### config.mk
export PLATFORM = sky130hd
export DESIGN_NAME = operand_loader_flat
export DESIGN_NICKNAME = d
export VERILOG_FILES = /design/src/rtl/operand_loader_if.sv /design/src/rtl/operand_loader.sv /design/src/flat_wrapper.sv
export SDC_FILE = /design/constraint.sdc
export NUM_CORES = 1
export LEC_CHECK = 0
export ABC_AREA = 1
export CAP_MARGIN = 20
export CELL_PAD_IN_SITES_DETAIL_PLACEMENT = 1
export CELL_PAD_IN_SITES_GLOBAL_PLACEMENT = 1
export CORE_MARGIN = 2
export CORE_UTILIZATION = 46
export CTS_BUF_LIST = sky130_fd_sc_hd__clkbuf_8
export CTS_CLUSTER_DIAMETER = 30
export CTS_CLUSTER_SIZE = 30
export DETAILED_ROUTE_END_ITERATION = 16
export PLACE_DENSITY_LB_ADDON = 0.1
export SLEW_MARGIN = 20
export SYNTH_ARGS = -nofsm -noshare
export SYNTH_HDL_FRONTEND = slang
export SYNTH_SLANG_ARGS = --single-unit
export TNS_END_PERCENT = 100
### constraint.sdc
create_clock -name clk -period 2.3 [get_ports clk]
set_input_delay 0.46 -clock clk [delete_from_list [all_inputs] [get_ports clk]]
set_output_delay 0.46 -clock clk [all_outputs]
set_load 0.02 [all_outputs]
### src/rtl/operand_loader_if.sv
// operand_loader_if
//   Groups the operand-loader user inputs (buttons, switches) and the
//   registered operand/status outputs that feed the adder.
//   master : drives buttons and switches, observes operands/status
//   slave  : the operand_loader itself
interface operand_loader_if;
  logic       btn_load;   // raw load pushbutton
  logic       btn_clear;  // raw clear pushbutton
  logic [3:0] sw;         // operand value switches
  logic       sw_cin;     // carry-in switch
  logic [3:0] A;          // registered operand A
  logic [3:0] B;          // registered operand B
  logic       c_in;       // registered carry-in
  logic       a_valid;    // A holds a loaded value
  logic       b_valid;    // B/c_in hold loaded values
  logic       ready;      // both operands loaded
  logic [1:0] state;      // 00 LOAD_A, 01 LOAD_B, 10 READY

  modport master (
    output btn_load, btn_clear, sw, sw_cin,
    input  A, B, c_in, a_valid, b_valid, ready, state
  );

  modport slave (
    input  btn_load, btn_clear, sw, sw_cin,
    output A, B, c_in, a_valid, b_valid, ready, state
  );
endinterface

### src/rtl/operand_loader.sv
// operand_loader
//   Operand-capture stage for the 4-bit adder. Each raw pushbutton is
//   synchronised, debounced and edge-detected into a one-cycle press pulse.
//   Load presses latch A, then B with c_in; clear presses empty everything.
// Ports
//   clk  : system clock, rising edge
//   rst  : asynchronous active-high reset
//   bus  : operand_loader_if.slave (buttons, switches, operands, status)
module operand_loader #(
  parameter int DB_CYCLES = 1000000,
  parameter int CNT_W     = 20
) (
  input logic              clk,
  input logic              rst,
  operand_loader_if.slave  bus
);

  typedef enum logic [1:0] {
    LOAD_A = 2'b00,
    LOAD_B = 2'b01,
    READY  = 2'b10
  } state_t;

  localparam logic [CNT_W-1:0] CNT_ZERO = {CNT_W{1'b0}};
  localparam logic [CNT_W-1:0] CNT_ONE  = CNT_W'(1);
  localparam logic [CNT_W-1:0] CNT_MAX  = CNT_W'(DB_CYCLES - 1);

  // bit 0 = load button, bit 1 = clear button
  logic [1:0]       raw_s;
  logic [1:0]       sync1_r;
  logic [1:0]       sync2_r;
  logic [1:0]       deb_r;
  logic [1:0]       deb_d_r;
  logic [1:0]       pulse_r;
  logic [CNT_W-1:0] cnt_r [2];

  state_t     state_r, state_next_s;
  logic [3:0] a_r, a_next_s;
  logic [3:0] b_r, b_next_s;
  logic       cin_r, cin_next_s;
  logic       av_r, av_next_s;
  logic       bv_r, bv_next_s;
  logic       ready_r;
  logic       load_s;
  logic       clr_s;

  assign raw_s = {bus.btn_clear, bus.btn_load};

  // Button front end: 2-flop synchroniser, debounce counter, rise-edge pulse.
  // A bounce back to the accepted level zeroes the counter, so only a level
  // that stays different for DB_CYCLES consecutive cycles is accepted.
  always_ff @(posedge clk or posedge rst) begin
    if (rst) begin
      sync1_r <= 2'b00;
      sync2_r <= 2'b00;
      deb_r   <= 2'b00;
      deb_d_r <= 2'b00;
      pulse_r <= 2'b00;
      for (int i = 0; i < 2; i++) begin
        cnt_r[i] <= CNT_ZERO;
      end
    end else begin
      sync1_r <= raw_s;
      sync2_r <= sync1_r;
      deb_d_r <= deb_r;
      pulse_r <= deb_r & ~deb_d_r;
      for (int i = 0; i < 2; i++) begin
        if (sync2_r[i] == deb_r[i]) begin
          cnt_r[i] <= CNT_ZERO;
        end else if (cnt_r[i] == CNT_MAX) begin
          deb_r[i] <= sync2_r[i];
          cnt_r[i] <= CNT_ZERO;
        end else begin
          cnt_r[i] <= cnt_r[i] + CNT_ONE;
        end
      end
    end
  end

  assign load_s = pulse_r[0];
  assign clr_s  = pulse_r[1];

  // Sequencer next-state and next-register values; clear has priority.
  always_comb begin
    state_next_s = state_r;
    a_next_s     = a_r;
    b_next_s     = b_r;
    cin_next_s   = cin_r;
    av_next_s    = av_r;
    bv_next_s    = bv_r;
    if (clr_s) begin
      state_next_s = LOAD_A;
      a_next_s     = 4'h0;
      b_next_s     = 4'h0;
      cin_next_s   = 1'b0;
      av_next_s    = 1'b0;
      bv_next_s    = 1'b0;
    end else begin
      case (state_r)
        LOAD_A: begin
          if (load_s) begin
            a_next_s     = bus.sw;
            av_next_s    = 1'b1;
            state_next_s = LOAD_B;
          end else begin
            state_next_s = LOAD_A;
          end
        end
        LOAD_B: begin
          if (load_s) begin
            b_next_s     = bus.sw;
            cin_next_s   = bus.sw_cin;
            bv_next_s    = 1'b1;
            state_next_s = READY;
          end else begin
            state_next_s = LOAD_B;
          end
        end
        READY: begin
          // A new load starts the next operation with a fresh A
          if (load_s) begin
            a_next_s     = bus.sw;
            b_next_s     = 4'h0;
            cin_next_s   = 1'b0;
            bv_next_s    = 1'b0;
            state_next_s = LOAD_B;
          end else begin
            state_next_s = READY;
          end
        end
        default: begin
          // Unused encoding recovers like a clear
          state_next_s = LOAD_A;
          a_next_s     = 4'h0;
          b_next_s     = 4'h0;
          cin_next_s   = 1'b0;
          av_next_s    = 1'b0;
          bv_next_s    = 1'b0;
        end
      endcase
    end
  end

  // Sequencer state and operand registers.
  always_ff @(posedge clk or posedge rst) begin
    if (rst) begin
      state_r <= LOAD_A;
      a_r     <= 4'h0;
      b_r     <= 4'h0;
      cin_r   <= 1'b0;
      av_r    <= 1'b0;
      bv_r    <= 1'b0;
      ready_r <= 1'b0;
    end else begin
      state_r <= state_next_s;
      a_r     <= a_next_s;
      b_r     <= b_next_s;
      cin_r   <= cin_next_s;
      av_r    <= av_next_s;
      bv_r    <= bv_next_s;
      ready_r <= (state_next_s == READY);
    end
  end

  assign bus.A       = a_r;
  assign bus.B       = b_r;
  assign bus.c_in    = cin_r;
  assign bus.a_valid = av_r;
  assign bus.b_valid = bv_r;
  assign bus.ready   = ready_r;
  assign bus.state   = state_r;

endmodule

### src/flat_wrapper.sv
// flat-port wrapper written by rule: the top's interface ports become plain ports
module operand_loader_flat 
#(
  parameter int DB_CYCLES = 1000000,
  parameter int CNT_W     = 20
)
  (clk, rst, bus_btn_load, bus_btn_clear, bus_sw, bus_sw_cin, bus_A, bus_B, bus_c_in, bus_a_valid, bus_b_valid, bus_ready, bus_state);
  operand_loader_if bus_i ();
  input logic clk;
  input logic rst;
  input wire logic [$bits(bus_i.btn_load)-1:0] bus_btn_load;
  input wire logic [$bits(bus_i.btn_clear)-1:0] bus_btn_clear;
  input wire logic [$bits(bus_i.sw)-1:0] bus_sw;
  input wire logic [$bits(bus_i.sw_cin)-1:0] bus_sw_cin;
  output wire logic [$bits(bus_i.A)-1:0] bus_A;
  output wire logic [$bits(bus_i.B)-1:0] bus_B;
  output wire logic [$bits(bus_i.c_in)-1:0] bus_c_in;
  output wire logic [$bits(bus_i.a_valid)-1:0] bus_a_valid;
  output wire logic [$bits(bus_i.b_valid)-1:0] bus_b_valid;
  output wire logic [$bits(bus_i.ready)-1:0] bus_ready;
  output wire logic [$bits(bus_i.state)-1:0] bus_state;
  assign bus_i.btn_load = bus_btn_load;
  assign bus_i.btn_clear = bus_btn_clear;
  assign bus_i.sw = bus_sw;
  assign bus_i.sw_cin = bus_sw_cin;
  assign bus_A = bus_i.A;
  assign bus_B = bus_i.B;
  assign bus_c_in = bus_i.c_in;
  assign bus_a_valid = bus_i.a_valid;
  assign bus_b_valid = bus_i.b_valid;
  assign bus_ready = bus_i.ready;
  assign bus_state = bus_i.state;
  operand_loader #(.DB_CYCLES(DB_CYCLES), .CNT_W(CNT_W)) u_core (.clk(clk), .rst(rst), .bus(bus_i));
endmodule
# Yosys cells after proc, flatten, opt, wreduce, memory -nomap -nowiden
# Index checks and enable logic that the tools add are counted.
totals:
  register_bits: 64
  inputBits: 9
op_classes:
  addsub: 2
  eq_ne: 14
  mux: 24
  bitwise: 4
  reduce_logical: 8
op_table:
  columns: ["cell", "count"]
  rows:
  - ["20-bit two-way mux", 4]
  - ["20-bit by 1-bit adder with 20-bit output (second input constant)", 2]
  - ["20-bit == test (second input constant)", 2]
  - ["4-bit two-way mux", 4]
  - ["3-bit by 1-bit inequality test with 1-bit output (second input constant)", 4]
  - ["4-bit one-hot mux with 3 select lines", 1]
  - ["4-bit one-hot mux with 2 select lines", 1]
  - ["2-bit AND reduction", 4]
  - ["1-bit two-way mux", 7]
  - ["2-bit two-way mux", 3]
  - ["2-bit by 1-bit inequality test with 1-bit output (second input constant)", 3]
  - ["1-bit one-hot mux with 3 select lines", 2]
  - ["2-bit one-hot mux with 3 select lines", 1]
  - ["2-bit == test (second input constant)", 2]
  - ["2-bit OR reduction", 2]
  - ["3-bit AND reduction", 1]
  - ["2-bit AND", 1]
  - ["1-bit == test", 2]
  - ["2-bit by 1-bit == test with 1-bit output (second input constant)", 1]
  - ["2-bit zero test", 1]
  - ["1-bit inverter", 2]
  - ["2-bit inverter", 1]
  - ["1-bit one-hot mux with 2 select lines", 1]

# Depth between registers and ports, before layout
# Gate-level depths: netlist (run 1).
logic_depth:
  word_depth: 4
  depth_mapped: 9
  depth_no_buf: 9

# Worst setup path before layout (run 1)
# No wires, ideal clock.
synth_path:
  path_kind: "reg-to-reg"
  startpoint: "reg u_core.state_r[1], in the netlist u_core.bus.state[1]"
  endpoint: "reg u_core.a_r[0], in the netlist u_core.bus.A[0]"
  setup_ns: 0.084
  t_arrival_ns: 1.392
  slack_ns: 0.824
  stages_incl_launch_ff: 8
  period_less_slack_ns: 1.476
  cell_sequence: "dfrtp_1 -> inv_1 -> ha_1 -> inv_1 -> nor2_2 -> a31oi_1 -> nand3_1 -> o21ai_0"
synth_via:
  elab_chain_len: 4
synth_lines:
  columns: ["element", "line", "source"]
  rows:
  - ["start, declared", "operand_loader.sv:37", "state_t state_r, state_next_s;"]
  - ["start signal, assigned", "operand_loader.sv:155", "state_r <= state_next_s;"]
  - ["2-bit == test / 2-bit zero test (equally long branches)", "operand_loader.sv:99", "case (state_r)"]
  - ["2-bit OR reduction (no line)", null, null]
  - ["4-bit one-hot mux with 2 select lines / 3-bit by 1-bit inequality test with 1-bit output (equally long branches)", null, null]
  - ["4-bit two-way mux / 2-bit AND reduction (equally long branches)", null, null]
  - ["end signal, assigned", "operand_loader.sv:156", "a_r <= a_next_s;"]
  - ["end, declared", "operand_loader.sv:38", "logic [3:0] a_r, a_next_s;"]
# Parallel ways exist; a longest one is shown, timed or not.
# A chain may end at the register's enable or synchronous reset.

# Worst setup path in the final report (run 1)
layout_path:
  startpoint: "reg u_core.state_r[1], in the netlist u_core.bus.state[1]"
  endpoint: "out bus_state[1]"
layout_rtl:
  columns: ["element", "line", "source"]
  rows:
  - ["end, declared", "flat_wrapper.sv:21", "output wire logic [$bits(bus_i.state)-1:0] bus_state;"]
# No word-level cell between the ends.

==> results of run 1 <==
==> layout make-up <==
class	count	area, um2	area share
multi-input combinational	271	1420	0.377
timing repair buffer	25	255	0.0678
inverter	52	195	0.0518
clock inverter	4	21.3	0.00565
sequential	64	1600	0.425
tap	96	120	0.0319
clock buffer	11	151	0.0402
==> stage by stage <==
stage | hold slack (ns) | instance area [um2] | utilization
after floorplan | 0.331 | 3220 | -
after global placement | 0.333 | 3590 | 0.529
after detailed placement | 0.340 | 3590 | 0.529
after CTS | 0.351 | 3760 | 0.554
after global routing | 0.350 | 3760 | 0.554
final | 0.352 | 3760 | 0.554
==> cells by family (layout without fill, tap and decap cells) <==
| logic type | after synthesis | after routing | share of synthesized area |
|---|---|---|---|
| multiplexers | 2 | 2 | 0.00660 |
| adder cells (fa/ha/maj) | 6 | 6 | 0.0233 |
| buffers and inverters | 53 | 92 | 0.0629 |
| AO/OA/AOI/OAI | 25 | 25 | 0.0438 |
| AND/OR/NAND/NOR | 218 | 218 | 0.308 |
| flip-flops | 64 | 64 | 0.497 |
| XOR/XNOR | 20 | 20 | 0.0590 |
==> report_power, final <==
group / internal (W) / leakage, nW / switching (W) / total (W)
Clock: 0.000436 / 0.0924 / 0.000437 / 0.000873
Sequential: 0.00114 / 0.833 / 0.00000997 / 0.00115
Combinational: 0.0000306 / 0.757 / 0.0000513 / 0.0000818
==> routing by layer <==
layer / share of wire / track usage
met5: 0 / 0
met4: 0.021 / 0.0951
met3: 0.022 / 0.0349
met2: 0.50 / 0.366
met1: 0.46 / 0.294
==> worst min path at each step <==
stage	slack, ns	endpoint	cells past startpoint
after floorplan	0.33	u_core.sync2_r[0]	0
after global placement	0.33	u_core.sync2_r[1]	0
after detailed placement	0.34	u_core.sync2_r[0]	0
after CTS	0.35	u_core.sync2_r[0]	0
after global routing	0.35	u_core.sync2_r[0]	0
final	0.35	u_core.sync2_r[0]	0
==> state kept, by name (all words and copies together), names as in the netlist <==
signal              cells
u_core.sync2_r          2
u_core.deb_d_r          2
u_core.deb_r            2
u_core.bus.B            4
u_core.bus.ready        1
u_core.bus.a_valid      1
u_core.bus.state        2
u_core.cnt_r           40
u_core.sync1_r          2
u_core.bus.A            4
u_core.bus.b_valid      1
u_core.bus.c_in         1
u_core.pulse_r          2
==> cells in the final DEF (no fill, tap or decap), drive strengths merged <==
master         instances
nor2                  95
nand2                 68
dfrtp                 64
inv                   53
nand3                 41
clkdlybuf4s50         22
xor2                  13
o21ai                 11
clkbuf                11
a21oi                  8
nor3                   7
xnor2                  7
ha                     6
nand4                  5
buf                    3
o21a                   2
o21bai                 2
clkinv                 2
mux2i                  1
nand3b                 1
and2                   1
a31oi                  1
mux2                   1
o22ai                  1
clkinvlp               1
==> flow_summary_export.csv, run 1 <==
group,metric,value,unit
outcome,outcome,"finished clean",
global_routing,grt_max_degree,24,
global_routing,track_usage,0.223,
final_layout,nets,438,
sta,drv_slew,0,
setup_path,worstPathRequired,1.84,ns
logic_synthesis,yosysTopAreaCellShare,0.497,
logic_synthesis,synth_edf_count,0,
routing,drt_iter0_drc,113,
floorplanning,rows,30,
final_layout,diodes,0,
routing,firstDrtPassIters,4,
sta,min_period,1.82,ns
global_routing,grt_pass1_vias,2769,
clock_network,htree_levels,3,
logic_synthesis,synth.avg_cell_area,8.31,um2
placed_design,gp_congestion,0.890,
routing,wire_per_inst,14.4,um
setup_path,crit_path_cell_trace,"clkdlybuf4s50_1",
run,cap_viol_max_count,0,
setup_path,crit_path_end,"bus_state[1]",
global_routing,grt.overflow.total,0,
logic_synthesis,synth_nets,403,
final_layout,stdcell_count,523,
clock_network,insertion_delay,0.34,ns
clock_network,cts-hold-fix-buffers,0,
routing,ant_nets,0,
logic_synthesis,synth_flop_cell,"dfrtp_1",
floorplanning,core_area,6790,um2
clock_network,clock-sinks,64,
sta,fin_skew,0.00399,ns
setup_path,critPathTopFamily,"buffers and inverters",
sta,rsz0062_at_grt,"false",
clock_network,clockBufferDepth,2,
placed_design,hpwl,5800,um
clock_network,path_clk_slew,0.07,ns
setup_path,cp.depth,1,
routing,drt-total-wl,7530,um
clock_network,cts_setup_buffers,0,
logic_synthesis,ys_seq_area_frac,0.497,
setup_path,crit_slowest_cell,"clkdlybuf4s50_1",
floorplanning,fp.dieW,87.7,um
hold_path,min-delay-start,"u_core.sync1_r[0]",
hold_path,hold_class,"reg2reg",
sta,max_freq,0.549,GHz
floorplanning,initial_core_util,0.475,
pwr,vdd_drop_max,0.280,mV
sta,relSlewSlack,0.631,
logic_synthesis,syn_area,3220,um2
clock_network,post_cts_resized,0,
setup_path,crit_start,"u_core.bus.state[1]",
setup_path,max_stage_delay,0.62,ns
setup_path,start_kind,"flop",
clock_network,cts_root_buf,"clkbuf_8",
global_routing,antenna_found_initial,0,
setup_path,ff2ff_setup_slack,0.73,ns
sta,hold_viol_final,0,
sta,tightest_slew,0.551,ns
floorplanning,die_y,87.7,um
floorplanning,dieArea,7690,um2
placed_design,dp_cells,508,
clock_network,cts_tree,"yes",
placed_design,portBuffers,22,
setup_path,critPathMaxFanout,4,
final_layout,syn_to_final_growth,16.8,%
logic_synthesis,yosys.area.top_type,"dfrtp_1",
setup_path,path_buf_inv,1,
sta,setup_viol,0,
logic_synthesis,synth_common_cells,"nor2_1 (85), dfrtp_1 (64), nand2_1 (60), inv_1 (49), nand3_1 (36)",
logic_synthesis,ys_top_cells_by_area,"dfrtp_1 (50%), nor2_1 (9.9%), nand2_1 (7.0%), inv_1 (5.7%), nand3_1 (5.6%)",
logic_synthesis,synth_cell_types,28,
setup_path,r2r_end,"u_core.bus.A[0]",
setup_path,worstPathArrival,1.36,ns
sta,setup-tns-final,0,ns
floorplanning,io_pins,23,
setup_path,worst_setup_path_end_kind,"output port",
setup_path,rr_worst_depth,7,
pwr,p_total,0.00210,W
setup_path,crit_type,"reg2out",
logic_synthesis,synth.ff_latch_count,64,
sta,min_period_over_period,0.792,
routing,vias_per_cell,4.98,
pwr,p_leak,1.68,nW
logic_synthesis,yosysWarnings,0,
routing,route.vias.total,2604,
logic_synthesis,synthCells,388,
global_routing,grt_pass1_wl,13200,um
routing,drcViolationCount,0,
final_layout,post_route_cells_drive_above_1_share,0.112,
final_layout,n_fill_cell,842,
clock_network,cts_buffers,9,
logic_synthesis,async_flop_share,1.00,
setup_path,rr_startpoint,"u_core.bus.state[1]",
logic_synthesis,synth.most_common_cell,"nor2_1",
placed_design,place_ws,0.722,ns
sta,worst_slack,0.478,ns
pwr,power_density,558,nW/um2
Note: power is estimated with default switching activity, not from simulation.
==> run 2, diff against run 1 <==
--- a/config.mk
+++ b/config.mk
@@ -10,7 +10,7 @@
 export CELL_PAD_IN_SITES_DETAIL_PLACEMENT = 1
 export CELL_PAD_IN_SITES_GLOBAL_PLACEMENT = 1
 export CORE_MARGIN = 2
-export CORE_UTILIZATION = 46
+export CORE_UTILIZATION = 41
 export CTS_BUF_LIST = sky130_fd_sc_hd__clkbuf_8
 export CTS_CLUSTER_DIAMETER = 30
 export CTS_CLUSTER_SIZE = 30
==> constraint.sdc (replaced) <==
create_clock -name clk -period 1.5 [get_ports clk]
set_input_delay 0.3 -clock clk [delete_from_list [all_inputs] [get_ports clk]]
set_output_delay 0.3 -clock clk [all_outputs]
set_load 0.02 [all_outputs]
==> run 2 against run 1 <==
  * Wire length rose by 1.2%
  * Sequential cell count did not move
  * Count of clock-buffer cells in the layout shrank 1
  * Core utilization is 3.5 points lower
  * Highest routed layer unchanged
  * Critical path type unchanged
==> flow_summary_export.csv, run 2 (synthesis gave the netlist of run 1 again) <==
group,metric,value,unit
clock_network,cts_tree,"yes",
global_routing,met2_usage,0.322,
pwr,power_frac_comb,0.046,
final_layout,fin_area,3990,um2
pwr,p_total,0.00337,W
global_routing,grt_pass1_wl,13100,um
clock_network,path_clk_slew,0.08,ns
sta,relSlewSlack,0.755,
clock_network,clockBufferDepth,2,
floorplanning,die_y,92.7,um
placed_design,gp_congestion,0.847,
global_routing,grt_max_degree,23,
final_layout,largest_reg_flops,40,
sta,max_freq,0.670,GHz
pwr,clkPwrFrac,0.431,
setup_path,start_kind,"flop",
sta,min_period_over_period,0.995,
setup_path,worstPathRequired,1.20,ns
clock_network,cts_root_buf,"clkbuf_8",
pwr,power_frac_seq,0.523,
setup_path,worstPathArrival,1.19,ns
floorplanning,io_pins,23,
hold_path,hold_class,"in2async",
final_layout,fin_util,0.519,
pwr,p_int,0.00260,W
routing,ant_nets,0,
run,cap_viol_max_count,0,
sta,fin_skew,0.00902,ns
pwr,p_switching,0.000769,W
global_routing,grt.busiest_layer,"met2",
sta,drv_slew,0,
global_routing,grt.overflow.total,0,
global_routing,antenna_found_initial,0,
global_routing,grt_pass1_vias,2752,
pwr,vdd_drop_max,0.395,mV
clock_network,clock-sinks,64,
clock_network,htree_levels,3,
sta,setup-tns-final,0,ns
setup_path,critPathTopFamily,"buffers and inverters",
setup_path,path_buf_inv,2,
final_layout,final_common_cell,"nor2_1",
setup_path,crit_type,"reg2out",
placed_design,placed_area,3680,um2
routing,drcViolationCount,0,
setup_path,worst_setup_path_end_kind,"output port",
sta,rsz0062_at_grt,"true",
routing,drt-total-wl,7620,um
sta,tightest_slew,0.367,ns
sta,setup_viol,0,
sta,min_period,1.49,ns
floorplanning,dieArea,8590,um2
sta,hold_viol_final,0,
setup_path,critPathMaxFanout,3,
placed_design,portBuffers,22,
routing,vias_per_cell,4.91,
final_layout,post_route_cells_drive_above_1_share,0.160,
floorplanning,rows,32,
floorplanning,initial_core_util,0.419,
final_layout,final_cell_mix,"nor2_1 (83), dfrtp_1 (64), nand2_1 (58)",
setup_path,max_stage_delay,0.41,ns
setup_path,crit_slowest_cell,"dfrtp_1",
clock_network,insertion_delay,0.34,ns
routing,drt_iter0_drc,43,
floorplanning,fp.dieW,92.7,um
routing,firstDrtPassIters,4,
setup_path,crit_path_cell_trace,"buf_4 > clkdlybuf4s15_1",
floorplanning,core_area,7690,um2
pwr,p_leak,1.75,nW
final_layout,nets,449,
final_layout,syn_to_final_growth,23.7,%
global_routing,use_met1,0.255,
pwr,p_sw_frac,0.228,
outcome,outcome,"finished clean",
routing,wire_per_inst,14.1,um
pwr,power_density,844,nW/um2
global_routing,met3_usage,0.0415,
final_layout,diodes,0,
clock_network,cts_buffers,9,
routing,route.vias.total,2653,
placed_design,hpwl,5650,um
global_routing,track_usage,0.194,
final_layout,top_register,"u_core.cnt_r",
run 2: changes by cell type in the layout (fill, tap and decap cells not counted), moves of 3 or more:
cell	change
buf_4	+7
nor2_4	+4
nand3_4	+3
clkdlybuf4s50_1	-14
ha_1	-4
dlygate4sd2_1	+13
ha_2	+3
run 2: routing by layer:
layer / share of wire / routed length (um)
met2: 0.49 / 3720
met5: 0 / 0
met4: 0.016 / 125
met1: 0.47 / 3570
met3: 0.026 / 200
run 2: final cells by class:
cell class                 instances  area (um2)
clock inverter                     5        50.0
timing repair buffer              35         343
clock buffer                      10         138
tap                              102         128
sequential                        64        1600
fill                             941        3700
multi-input combinational        272        1530
inverter                          52         199
run 2: path summary, 6_finish.rpt:
kind                                      from            endpoint  slack [ns]  cells after the start
setup / recovery           u_core.bus.state[0]        bus_state[0]       0.007                      2
hold / removal                             rst  u_core.bus.a_valid        0.26                      2
setup reg to reg           u_core.bus.state[0]  u_core.bus.a_valid        0.04                      5
hold reg to reg              u_core.sync1_r[1]   u_core.sync2_r[1]        0.35                      0
max in group asynchronous                  rst     u_core.bus.B[3]        0.83                      3
min in group clk             u_core.sync1_r[1]   u_core.sync2_r[1]        0.35                      0
run 2: metrics by stage:
step,instances,worst slack [ns],hold slack [ns]
after floorplan,388,0.0236,0.331
after global placement,521,0.0322,0.332
after detailed placement,521,-0.0864,0.341
after CTS,537,0.0428,0.266
after global routing,540,-0.0634,0.270
final,540,0.00684,0.259
run 2: what timing repair did:
action,4_1_cts,5_1_grt
pin swaps,0,2
hold buffers,0,0
setup endpoints to repair,24,34
gates cloned,1,0
hold endpoints to repair,0,0
setup buffers,0,3
gates resized for setup,17,23
run 2: power by group through the flow:
stage	registers, W	logic [W]	clock network, W
floorplan	0.00179	0.0000718	0
global placement	0.00179	0.000145	0
detailed placement	0.00179	0.000147	0
CTS	0.00176	0.000148	0.00147
global route	0.00176	0.000172	0.00157
finish	0.00176	0.000154	0.00145
==> run 3, diff against run 2 <==
--- a/config.mk
+++ b/config.mk
@@ -10,7 +10,7 @@
 export CELL_PAD_IN_SITES_DETAIL_PLACEMENT = 1
 export CELL_PAD_IN_SITES_GLOBAL_PLACEMENT = 1
 export CORE_MARGIN = 2
-export CORE_UTILIZATION = 41
+export CORE_UTILIZATION = 46
 export CTS_BUF_LIST = sky130_fd_sc_hd__clkbuf_8
 export CTS_CLUSTER_DIAMETER = 30
 export CTS_CLUSTER_SIZE = 30
@@ -20,4 +20,3 @@
 export SYNTH_ARGS = -nofsm -noshare
 export SYNTH_HDL_FRONTEND = slang
 export SYNTH_SLANG_ARGS = --single-unit
-export TNS_END_PERCENT = 100
==> constraint.sdc (replaced) <==
create_clock -name clk -period 1.7 [get_ports clk]
set_input_delay 0.34 -clock clk [delete_from_list [all_inputs] [get_ports clk]]
set_output_delay 0.34 -clock clk [all_outputs]
set_load 0.02 [all_outputs]
==> run 3 against run 2 <==
  * Combinational power fell by 28%
  * First-iteration DRC count up 86%
  * Final area fell by 4.0%
  * Die area decreased by 10%
  * Via count is 0.19% higher
  * Worst setup slack better by 0.030 ns
  * Final cell count shrank 2.6%
  * Clock power shrank 6%
==> flow_summary_export.csv, run 3 (synthesis gave the netlist of run 1 again) <==
group,metric,value,unit
final_layout,diodes,0,
setup_path,max_stage_delay,0.61,ns
clock_network,cts_root_buf,"clkbuf_8",
setup_path,worst_setup_path_end_kind,"output port",
floorplanning,core_area,6790,um2
final_layout,nets,440,
setup_path,crit_slowest_cell,"clkdlybuf4s50_1",
clock_network,path_clk_slew,0.08,ns
pwr,p_leak,1.72,nW
global_routing,track_usage,0.221,
setup_path,crit_start,"u_core.bus.a_valid",
sta,drv_slew,0,
clock_network,cts_buffers,9,
setup_path,crit_path_end,"bus_a_valid",
placed_design,hpwl,5560,um
final_layout,largest_reg_flops,40,
floorplanning,fp.dieW,87.7,um
pwr,power_density,790,nW/um2
routing,ant_nets,0,
global_routing,grt_pass1_vias,2730,
floorplanning,dieArea,7690,um2
setup_path,worstPathRequired,1.36,ns
setup_path,ff2ff_setup_slack,0.20,ns
clock_network,clock-sinks,64,
sta,hold_slack,0.357,ns
clock_network,htree_levels,3,
sta,fin_skew,0.0179,ns
global_routing,grt_pass1_wl,12900,um
hold_path,hold_class,"reg2reg",
final_layout,final_cell_mix,"nor2_1 (85), dfrtp_1 (64), nand2_1 (60)",
setup_path,crit_type,"reg2out",
global_routing,grt.overflow.total,0,
floorplanning,io_pins,23,
routing,drt_iter0_drc,80,
setup_path,cp.depth,1,
sta,min_period,1.66,ns
setup_path,critPathTopFamily,"buffers and inverters",
pwr,vdd_drop_max,0.472,mV
global_routing,antenna_found_initial,0,
placed_design,gp_congestion,0.816,
final_layout,post_route_cells_drive_above_1_share,0.123,
routing,firstDrtPassIters,4,
sta,relSlewSlack,0.741,
clock_network,cts-hold-fix-buffers,0,
final_layout,final_common_cell,"nor2_1",
floorplanning,die_y,87.7,um
setup_path,r2r_end,"u_core.bus.B[2]",
sta,min_period_over_period,0.979,
floorplanning,initial_core_util,0.475,
sta,hold_viol_final,0,
setup_path,rr_startpoint,"u_core.bus.state[0]",
setup_path,path_buf_inv,1,
run,cap_viol_max_count,0,
sta,tightest_slew,0.388,ns
placed_design,portBuffers,22,
setup_path,crit_path_cell_trace,"clkdlybuf4s50_1",
sta,max_freq,0.601,GHz
routing,wire_per_inst,14.4,um
sta,rsz0062_at_grt,"false",
routing,route.vias.total,2658,
sta,setup-tns-final,0,ns
final_layout,top_register,"u_core.cnt_r",
clock_network,clockBufferDepth,2,
routing,drcViolationCount,0,
setup_path,critPathMaxFanout,2,
clock_network,cts_tree,"yes",
floorplanning,rows,30,
setup_path,start_kind,"flop",
setup_path,worstPathArrival,1.32,ns
outcome,outcome,"finished clean",
global_routing,grt_max_degree,65,
sta,setup_viol,0,
final_layout,syn_to_final_growth,18.8,%
setup_path,rr_worst_depth,7,
routing,vias_per_cell,5.05,
routing,drt-total-wl,7600,um
clock_network,insertion_delay,0.36,ns
## run 3: power by group
part / switching (W) / internal [W]
Combinational: 0.0000707 / 0.0000406
Clock: 0.000672 / 0.000691
Sequential: 0.0000131 / 0.00154
## run 3: final cells by class
cell class	instances	area, um2
multi-input combinational	271	1430
fill	830	2960
tap	96	120
inverter	52	199
clock buffer	9	124
timing repair buffer	27	273
sequential	64	1600
clock inverter	7	80.1
## run 3: repair_timing
action                                  in CTS  in global routing
gates resized for setup                      2                  4
cloned                                       0                  0
setup buffers                                0                  0
endpoints found under the setup margin       2                 10
## run 3: per-stage QoR
step	total power [W]	setup WS (ns)	cell area, um2	utilization	instances
after floorplan	0.00164	0.224	3230	-	388
after global placement	0.00169	0.211	3610	0.531	510
after detailed placement	0.00170	0.117	3610	0.531	510
after CTS	0.00306	0.0178	3810	0.561	526
after global routing	0.00314	0.00398	3830	0.564	526
final	0.00303	0.0364	3830	0.564	526
## run 3: worst reg2reg max path: stages (launching register included)
cell and delay [ns]:
dfrtp_1 0.40, inv_1 0.10, ha_1 0.24, nand3_2 0.12, nand2_1 0.11, a21oi_4 0.25, nand3_1 0.11, o21ai_0 0.08
## run 3: layer usage
metal / GRT usage / share of wire / vias up
met5: 0 / 0 / -
met4: 0.101 / 0.017 / 0
met3: 0.0377 / 0.037 / 13
met2: 0.373 / 0.51 / 39
met1: 0.277 / 0.44 / 1305
li1: - / - / 1301
## run 3: how the worst min path moves through the flow
| stage | slack [ns] | from | cells past startpoint | end |
|---|---|---|---|---|
| final | 0.36 | u_core.sync1_r[0] | 0 | u_core.sync2_r[0] |
| after global placement | 0.34 | u_core.sync1_r[1] | 0 | u_core.sync2_r[1] |
| after global routing | 0.38 | u_core.sync1_r[0] | 0 | u_core.sync2_r[0] |
| after floorplan | 0.33 | u_core.sync1_r[0] | 0 | u_core.sync2_r[0] |
| after CTS | 0.36 | u_core.sync1_r[0] | 0 | u_core.sync2_r[0] |
| after detailed placement | 0.34 | u_core.sync1_r[0] | 0 | u_core.sync2_r[0] |
